[src/rtl/adder_bist_ctrl.sv]
// adder_bist_ctrl: sweeps operand pairs into an external 4-bit adder and counts result mismatches.
// Defining ADDER_BIST_ERRLOG_EN adds capture of the first failing vector of each sweep.
module adder_bist_ctrl #(
  parameter int LOOP_LIMIT    = 8,
  parameter int SETTLE_CYCLES = 1
) (
  input  logic       clk,
  input  logic       rst_n,
  input  logic       start,
  output logic [3:0] a,
  output logic [3:0] b,
  output logic       carry_in,
  input  logic [3:0] sum,
  input  logic       carry_out,
  output logic       busy,
  output logic       done,
  output logic       pass,
`ifdef ADDER_BIST_ERRLOG_EN
  output logic       err_valid,
  output logic [3:0] err_a,
  output logic [3:0] err_b,
  output logic       err_cin,
`endif
  output logic [7:0] err_count,
  output logic [8:0] vec_count
);
  localparam logic [3:0] LAST  = 4'(LOOP_LIMIT - 1);
  localparam logic [3:0] SLAST = 4'(SETTLE_CYCLES - 1);
  typedef enum logic [2:0] {IDLE, DRIVE, SETTLE, CHECK, DONE} state_t;
  state_t     state, state_nx;
  logic [3:0] i, j, cnt;
  logic       mismatch, last;
  logic [7:0] err_nx;
  assign mismatch  = {carry_out, sum} != ({1'b0, a} + {1'b0, b} + {4'b0, carry_in});
  assign last      = (i == LAST) && (j == LAST);
  assign err_nx    = (mismatch && err_count != 8'hFF) ? err_count + 8'd1 : err_count;
  assign busy      = state != IDLE;
  assign done      = state == DONE;
  always_comb begin
    state_nx = state;
    case (state)
      IDLE:    state_nx = start ? DRIVE : IDLE;
      DRIVE:   state_nx = SETTLE;
      SETTLE:  state_nx = (cnt == SLAST) ? CHECK : SETTLE;
      CHECK:   state_nx = last ? DONE : DRIVE;
      default: state_nx = IDLE;
    endcase
  end
  always_ff @(posedge clk)
    if (!rst_n) state <= IDLE;
    else        state <= state_nx;
  // pass is resolved on the final CHECK so it is already valid while done is high
  always_ff @(posedge clk) begin
    if (!rst_n) begin
      a         <= '0;
      b         <= '0;
      carry_in  <= 1'b0;
      pass      <= 1'b0;
      err_count <= '0;
      vec_count <= '0;
      i         <= '0;
      j         <= '0;
      cnt       <= '0;
`ifdef ADDER_BIST_ERRLOG_EN
      err_valid <= 1'b0;
      err_a     <= '0;
      err_b     <= '0;
      err_cin   <= 1'b0;
`endif
    end else begin
      case (state)
        IDLE: if (start) begin
          pass      <= 1'b0;
          err_count <= '0;
          vec_count <= '0;
          i         <= '0;
          j         <= '0;
`ifdef ADDER_BIST_ERRLOG_EN
          err_valid <= 1'b0;
          err_a     <= '0;
          err_b     <= '0;
          err_cin   <= 1'b0;
`endif
        end
        DRIVE: begin
          a        <= i;
          b        <= j;
          carry_in <= i[0];
          cnt      <= '0;
        end
        SETTLE: cnt <= cnt + 4'd1;
        CHECK: begin
          err_count <= err_nx;
          vec_count <= vec_count + 9'd1;
          j         <= (j == LAST) ? 4'd0 : j + 4'd1;
          i         <= (j == LAST) ? i + 4'd1 : i;
          if (last) pass <= err_nx == 8'd0;
`ifdef ADDER_BIST_ERRLOG_EN
          if (mismatch && !err_valid) begin
            err_valid <= 1'b1;
            err_a     <= a;
            err_b     <= b;
            err_cin   <= carry_in;
          end
`endif
        end
        default: ;
      endcase
    end
  end
endmodule

[config.mk]
export PLATFORM = sky130hd
export DESIGN_NAME = adder_bist_ctrl
export DESIGN_NICKNAME = d
export VERILOG_FILES = /design/src/rtl/adder_bist_ctrl.sv
export SDC_FILE = /design/constraint.sdc
export NUM_CORES = 1
export LEC_CHECK = 0
export CAP_MARGIN = 5
export CORE_UTILIZATION = 30
export CTS_BUF_LIST = sky130_fd_sc_hd__clkbuf_2
export DETAILED_ROUTE_END_ITERATION = 8
export PLACE_DENSITY = 0.64
export SLEW_MARGIN = 0
export SYNTH_ARGS = -nofsm -noshare
export SYNTH_HDL_FRONTEND = slang
export SYNTH_SLANG_ARGS = --single-unit
[constraint.sdc]
create_clock -name clk -period 2.73 [get_ports clk]
set_input_delay 0.4095 -clock clk [delete_from_list [all_inputs] [get_ports clk]]
set_output_delay 0.4095 -clock clk [all_outputs]
set_load 0.05 [all_outputs]
* After elaboration in Yosys (flattened, before gate mapping)
Index checks and enable logic that the tools add are counted.
Widths: inputs -> output; s select.
** Operators by class
- Add/subtract/negate cells :: 7
- Multipliers :: 0
- Div/mod/pow operators :: 0
- Order comparisons :: 0
- Equality and inequality tests :: 11
- Shifts and indexed selects :: 0
- Muxes and demuxes :: 18
- Bitwise gates (word level) :: 0
- Reductions and logical operators :: 11
** Operators with widths (count)
- $pmux 4 s2 :: 3
- $pmux 9 s2 :: 1
- $mux 8 :: 2
- $pmux 8 s2 :: 1
- $add 4x1->4 const B :: 3
- $mux 4 :: 3
- $pmux 3 s4 :: 1
- $add 9x1->9 const B :: 1
- $mux 9 :: 1
- $add 8x1->8 const B :: 1
- $eq 4x3->1 const B :: 2
- $logic_not 8->1 :: 1
- $ne 8x8->1 const B :: 1
- $eq 3x2->1 const B :: 2
- $ne 2x2->1 const B :: 3
- $reduce_and 3->1 :: 2
- $add 4x4->5 :: 1
- $add 5x1->5 :: 1
- $ne 5x5->1 :: 1
- $logic_not 4->1 :: 1
- $mux 1 :: 4
- $reduce_bool 2->1 :: 2
- $eq 3x1->1 const B :: 1
- $eq 3x3->1 const B :: 1
- other kinds (6) :: 7
** Word-level totals
- Register bits :: 42
- Bits in latches :: 0
- Bits in writable memories :: 0
- ROM bits :: 0
- Input bits :: 8
- Output and inout bits :: 29
- Word-level logic and storage cells :: 57
- Memories :: 0

* Depth between registers and ports, before layout
Gate-level depths: netlist (run 1).
- Depth in word-level cells :: 8
- Mapped depth :: 12
- Gate-level depth less buffers :: 11

* Worst setup path before layout (run 1)
Ideal clock, no wire load.
- Path type :: register -> register
- From :: reg b[0]
- To :: reg pass
- Library setup time :: 87 ps
- Arrival time :: 3213 ps
- Data required time :: 2643 ps
- Path slack :: -570 ps
- Stages on the path, launching flop included :: 12
- Path buffers :: 0
- Period minus slack after synthesis :: 3300 ps
- Cell sequence :: dfxtp_1 > inv_1 > ha_1 > or2_2 > fa_1 > and3_4 > or3_4 > a2111oi_4 > a21oi_2 > and2_2 > mux2i_1 > o31ai_1
** On the way
- Cells in the longest elaborated chain, start to end :: 8
** Ends and longest elaborated chain
- start, declared :: line 11 : output logic [3:0] b,
- start signal, assigned :: line 87 : b <= j;
- $add 4x4->5 :: line 34 : assign mismatch = {carry_out, sum} != ({1'b0, a} + {1'b0, b} + {4'b0, carry_in});
- $add 5x1->5 :: line 34
- $ne 5x5->1 :: line 34
- $logic_and 1x1->1 :: line 36 : assign err_nx = (mismatch && err_count != 8'hFF) ? err_count + 8'd1 : err_count;
- $mux 8 :: line 36
- $logic_not 8->1 :: line 97 : if (last) pass <= err_nx == 8'd0;
- $mux 1 :: line 97
- $pmux 1 s2 :: line 71 : case (state)
- end signal, assigned :: line 58 : pass <= 1'b0;
- end signal, assigned :: line 73 : pass <= 1'b0;
- end signal, assigned :: line 97
- end, declared :: line 17 : output logic pass,
Every way passes these cells. The select of a mux whose other input is x is not followed.
A chain may end at the register's enable or synchronous reset.

* Worst setup path in the final report (run 1)
- From :: reg b[0]
- To :: reg err_count[6]
** On the way
- Cells in the longest elaborated chain, start to end :: 6
** Ends and longest elaborated chain
- $add 4x4->5 :: line 34
- $add 5x1->5 :: line 34
- $ne 5x5->1 :: line 34
- $logic_and 1x1->1 :: line 36
- $mux 8 :: line 36
- $pmux 8 s2 :: line 71
- end signal, assigned :: line 93 : err_count <= err_nx;
- end, declared :: line 24 : output logic [7:0] err_count,
Every way passes these cells.

==> key figures, run 1 <==
Global route
  • Total GRT Usage: 15.0%
  • Vias in the first global route: 2007
  • Largest net degree at the start of global routing: 18
  • Initial antenna violation count: 0
  • Total grt overflow: 0
  • First-pass GRT wire length: 9.34 mm

Worst setup path
  • R2R Path Start: b[0]
  • Crit Path Max Fanout: 3
  • Critical Path Stages: 12
  • Crit path cell chain: inv_4 -> ha_4 -> or2_4 -> fa_2 -> and3_4 -> or3_4 -> a2111oi_4 -> nand2_1 -> buf_4 -> and2_4 -> a21o_1 -> o2111a_1
  • Top delay family on crit path: simple AND/OR/NAND/NOR gates
  • Setup Crit Path Kind: flip-flop to flip-flop
  • CP Data Required Time: 3070 ps
  • Worst reg2reg path depth: 12
  • Worst path arrival time: 3180 ps
  • Setup crit start kind: flip-flop
  • Buf+Inv Stages, Crit Path: 2
  • CP endpoint kind: flip-flop
  • Worst stage delay on the critical path: 410 ps
  • R2R Setup Slk: -110 ps
  • R2r endpoint: err_count[6]
  • CP max-delay cell: dfxtp_4

Power and ir drop
  • Clk pwr share: 23.1%
  • Reg power frac: 53.8%
  • Internal power: 0.000772 W
  • Pwr dens: 406 mW/mm^2
  • Switching power: 0.000428 W
  • VDD IR-drop max: 0.000153 V
  • Leak: 1.11 nW
  • Combinational share of power: 23.1%
  • Switching Share: 35.7%
  • Tot Pwr: 0.00120 W

Drt
  • Initial drt markers: 88
  • Final wirelength: 5.64 mm
  • Pre-antenna DRT Iters: 4
  • Post-route ant nets: 0
  • Vias per inst: 5.02
  • DRC violations left: 0
  • Vias: 2127
  • Routed len/inst: 13.3 microns

Timing
  • Final period utilization: 104%
  • Worst slew margin: 64.9%
  • Worst-Margin Slew: 527 ps
  • Max Transition Viols Final: 0
  • Unrepaired setup endpoints after global routing: yes
  • Tmin final: 2840 ps
  • Final WS setup: -105 ps
  • Endpoints failing hold: 0
  • Setup tns final: -262 ps
  • Clock Skew: 30.8 ps
  • Final number of setup-violating endpoints: 5
  • FMAX: 0.353 GHz

Layout
  • Design Area, Final: 0.00296 sq mm
  • Ant diodes: 0
  • Area growth syn-to-layout: 28.6%
  • Most common cell after layout, fill and taps aside: dfxtp_1
  • Most frequent cells in the layout: 39 x dfxtp_1, 37 x nor2_1, 36 x clkdlybuf4s50_1
  • Nets: 344
  • Layout cell share with drive strength beyond 1: 16.9%
  • Final core occ: 40.3%

Status
  • Status: finished, violations left
  • Violated checks: setup timing

Logic synthesis
  • Register area share after synthesis: 35.7%
  • Syn_area_per_cell: 8.35 sq um
  • Mapped Area: 0.00230 sq mm
  • Syn_nets: 295
  • Asr flop ratio synth: 0%
  • Cells after Synth: 275
  • Top FF cell, synth: dfxtp_1
  • YS warnings: 0
  • Synth area leaders: dfxtp_1 36%, nor2_1 6.0%, ha_1 6.0%
  • Yosys top cell area share: 35.7%
  • Area leader, netlist: dfxtp_1
  • #FFs+latches synth: 41
  • Netlist cell types: 46
  • Number of synthesized flops with an enable pin: 0

Run
  • Max Cap Violations: 0

Hold path
  • Worst Hold Launch: pass
  • Hold path depth: 2
  • Min-Delay Endpoint: pass
  • Hold crit path type: flip-flop to flip-flop

CTS
  • CTS Buffer Depth: 2
  • Clock transition at path regs: 240 ps
  • Clock tree root buffer cell: clkbuf_2
  • H-tree levels: 2
  • TritonCTS clock tree: built
  • Clk_lat worst skew: 430 ps
  • Num CTS Buffers: 5
  • # clock sinks: 41

Placed design
  • HPWL Detailed: 3.99 mm
  • Final GP Congestion: 0.900
  • Setup WS pre-CTS: -130 ps
  • Placed inst area: 0.00283 sq mm
  • Input/output buffers: 36

Floorplan
  • # IOs: 37
  • Initial core utilization: 31.3%
  • Die X: 89.5 microns
  • Row count: 31
  • Core Area: 0.00733 sq mm
  • Overall die height: 89.5 microns
  • Die Area: 0.00801 sq mm
-- power by group through the flow --
stage | clock network, W | registers, W | logic (W)
floorplan | 0 | 0.000643 | 0.000200
global route | 0.000304 | 0.000649 | 0.000306
CTS | 0.000282 | 0.000645 | 0.000271
global placement | 0 | 0.000657 | 0.000263
detailed placement | 0 | 0.000657 | 0.000265
finish | 0.000277 | 0.000645 | 0.000277
-- state kept, by name, indices dropped and copies added, names as in the netlist, 3 cells and up --
| register | flops |
|---|---|
| a | 4 |
| b | 4 |
| cnt | 4 |
| err_count | 8 |
| i | 4 |
| j | 4 |
| state | 3 |
| vec_count | 9 |
-- worst max-delay path by stage --
stage	from	to	slack [ps]
floorplan	b[0]	pass	-70
global placement	b[0]	err_count[4]	-90
detailed placement	b[0]	err_count[4]	-130
CTS	b[0]	pass	-130
global route	b[0]	err_count[6]	-190
finish	b[0]	err_count[6]	-110
-- area by class of cell --
class	count	area [sq um]
fill	725	4380
multi-input combinational	213	1420
sequential	41	828
timing repair buffer	54	503
tap	99	124
inverter	9	36.3
clock buffer	5	25.0
clock inverter	3	16.3
-- synth_stat cells, types with 2 or more instances --
cell type / number
mux2_2: 4
o21ai_0: 17
and4_1: 2
xnor2_1: 5
nand4_1: 5
a31oi_1: 6
dfxtp_1: 41
nor2_1: 37
a211oi_1: 2
a21oi_1: 19
nand3_1: 13
and3_1: 6
mux2i_1: 9
nor4_1: 4
nor2b_1: 2
clkbuf_8: 2
nand3b_1: 3
or2_2: 2
nor3_2: 4
clkbuf_1: 7
nand2_1: 28
and2_1: 2
and2_2: 2
inv_1: 9
buf_4: 2
a311oi_1: 3
ha_1: 11
xor2_1: 7
a21o_1: 2
nor3_1: 3
-- cell families after synthesis --
group | after synthesis | share of synthesized area (%)
compound gates | 57 | 15.9
xor+xnor | 12 | 4.58
fa+ha+maj | 12 | 6.86
buf+inv | 21 | 4.96
flops | 41 | 35.7
mux | 13 | 5.88
simple gates | 119 | 26.1
-- per-stage QoR --
step,std cells,hold slack (ps)
4_1_cts,422,517
3_5_place_dp,411,485
6_report,424,522
5_1_grt,424,537
3_3_place_gp,411,476
2_1_floorplan,275,443
-- what timing repair did --
item / in CTS / in global routing
setup endpoints to repair: 7 / 9
endpoints found under the hold margin: 0 / 0
hold buffers: 0 / 0
resized for setup: 9 / 3
setup buffers: 3 / 2
pin swaps: 8 / 8
-- worst min-delay path, stage by stage, from the launching register on --
cell	delay, ps
dfxtp_1	380
nand4_1	70
o31ai_1	60
-- routing by layer --
layer	vias up	share of wire, %	GRT usage [%]
met3	11	2.4	2.86
met2	30	47	25.2
met5	-	0	0
met1	1010	48	19.2
li1	1076	-	-
met4	0	1.7	5.19
Power figures use the tool's default switching activity.
==> run 2, diff against run 1 <==
- CAP_MARGIN: 5 -> default
==> results of run 2 <==
Same layout as run 1: the final DEF is identical, and so are final timing and power.
==> run 3, diff against run 2 <==
- SLEW_MARGIN: 0 -> default
==> results of run 3 <==
Same layout as run 1: the final DEF is identical, and so are final timing and power.
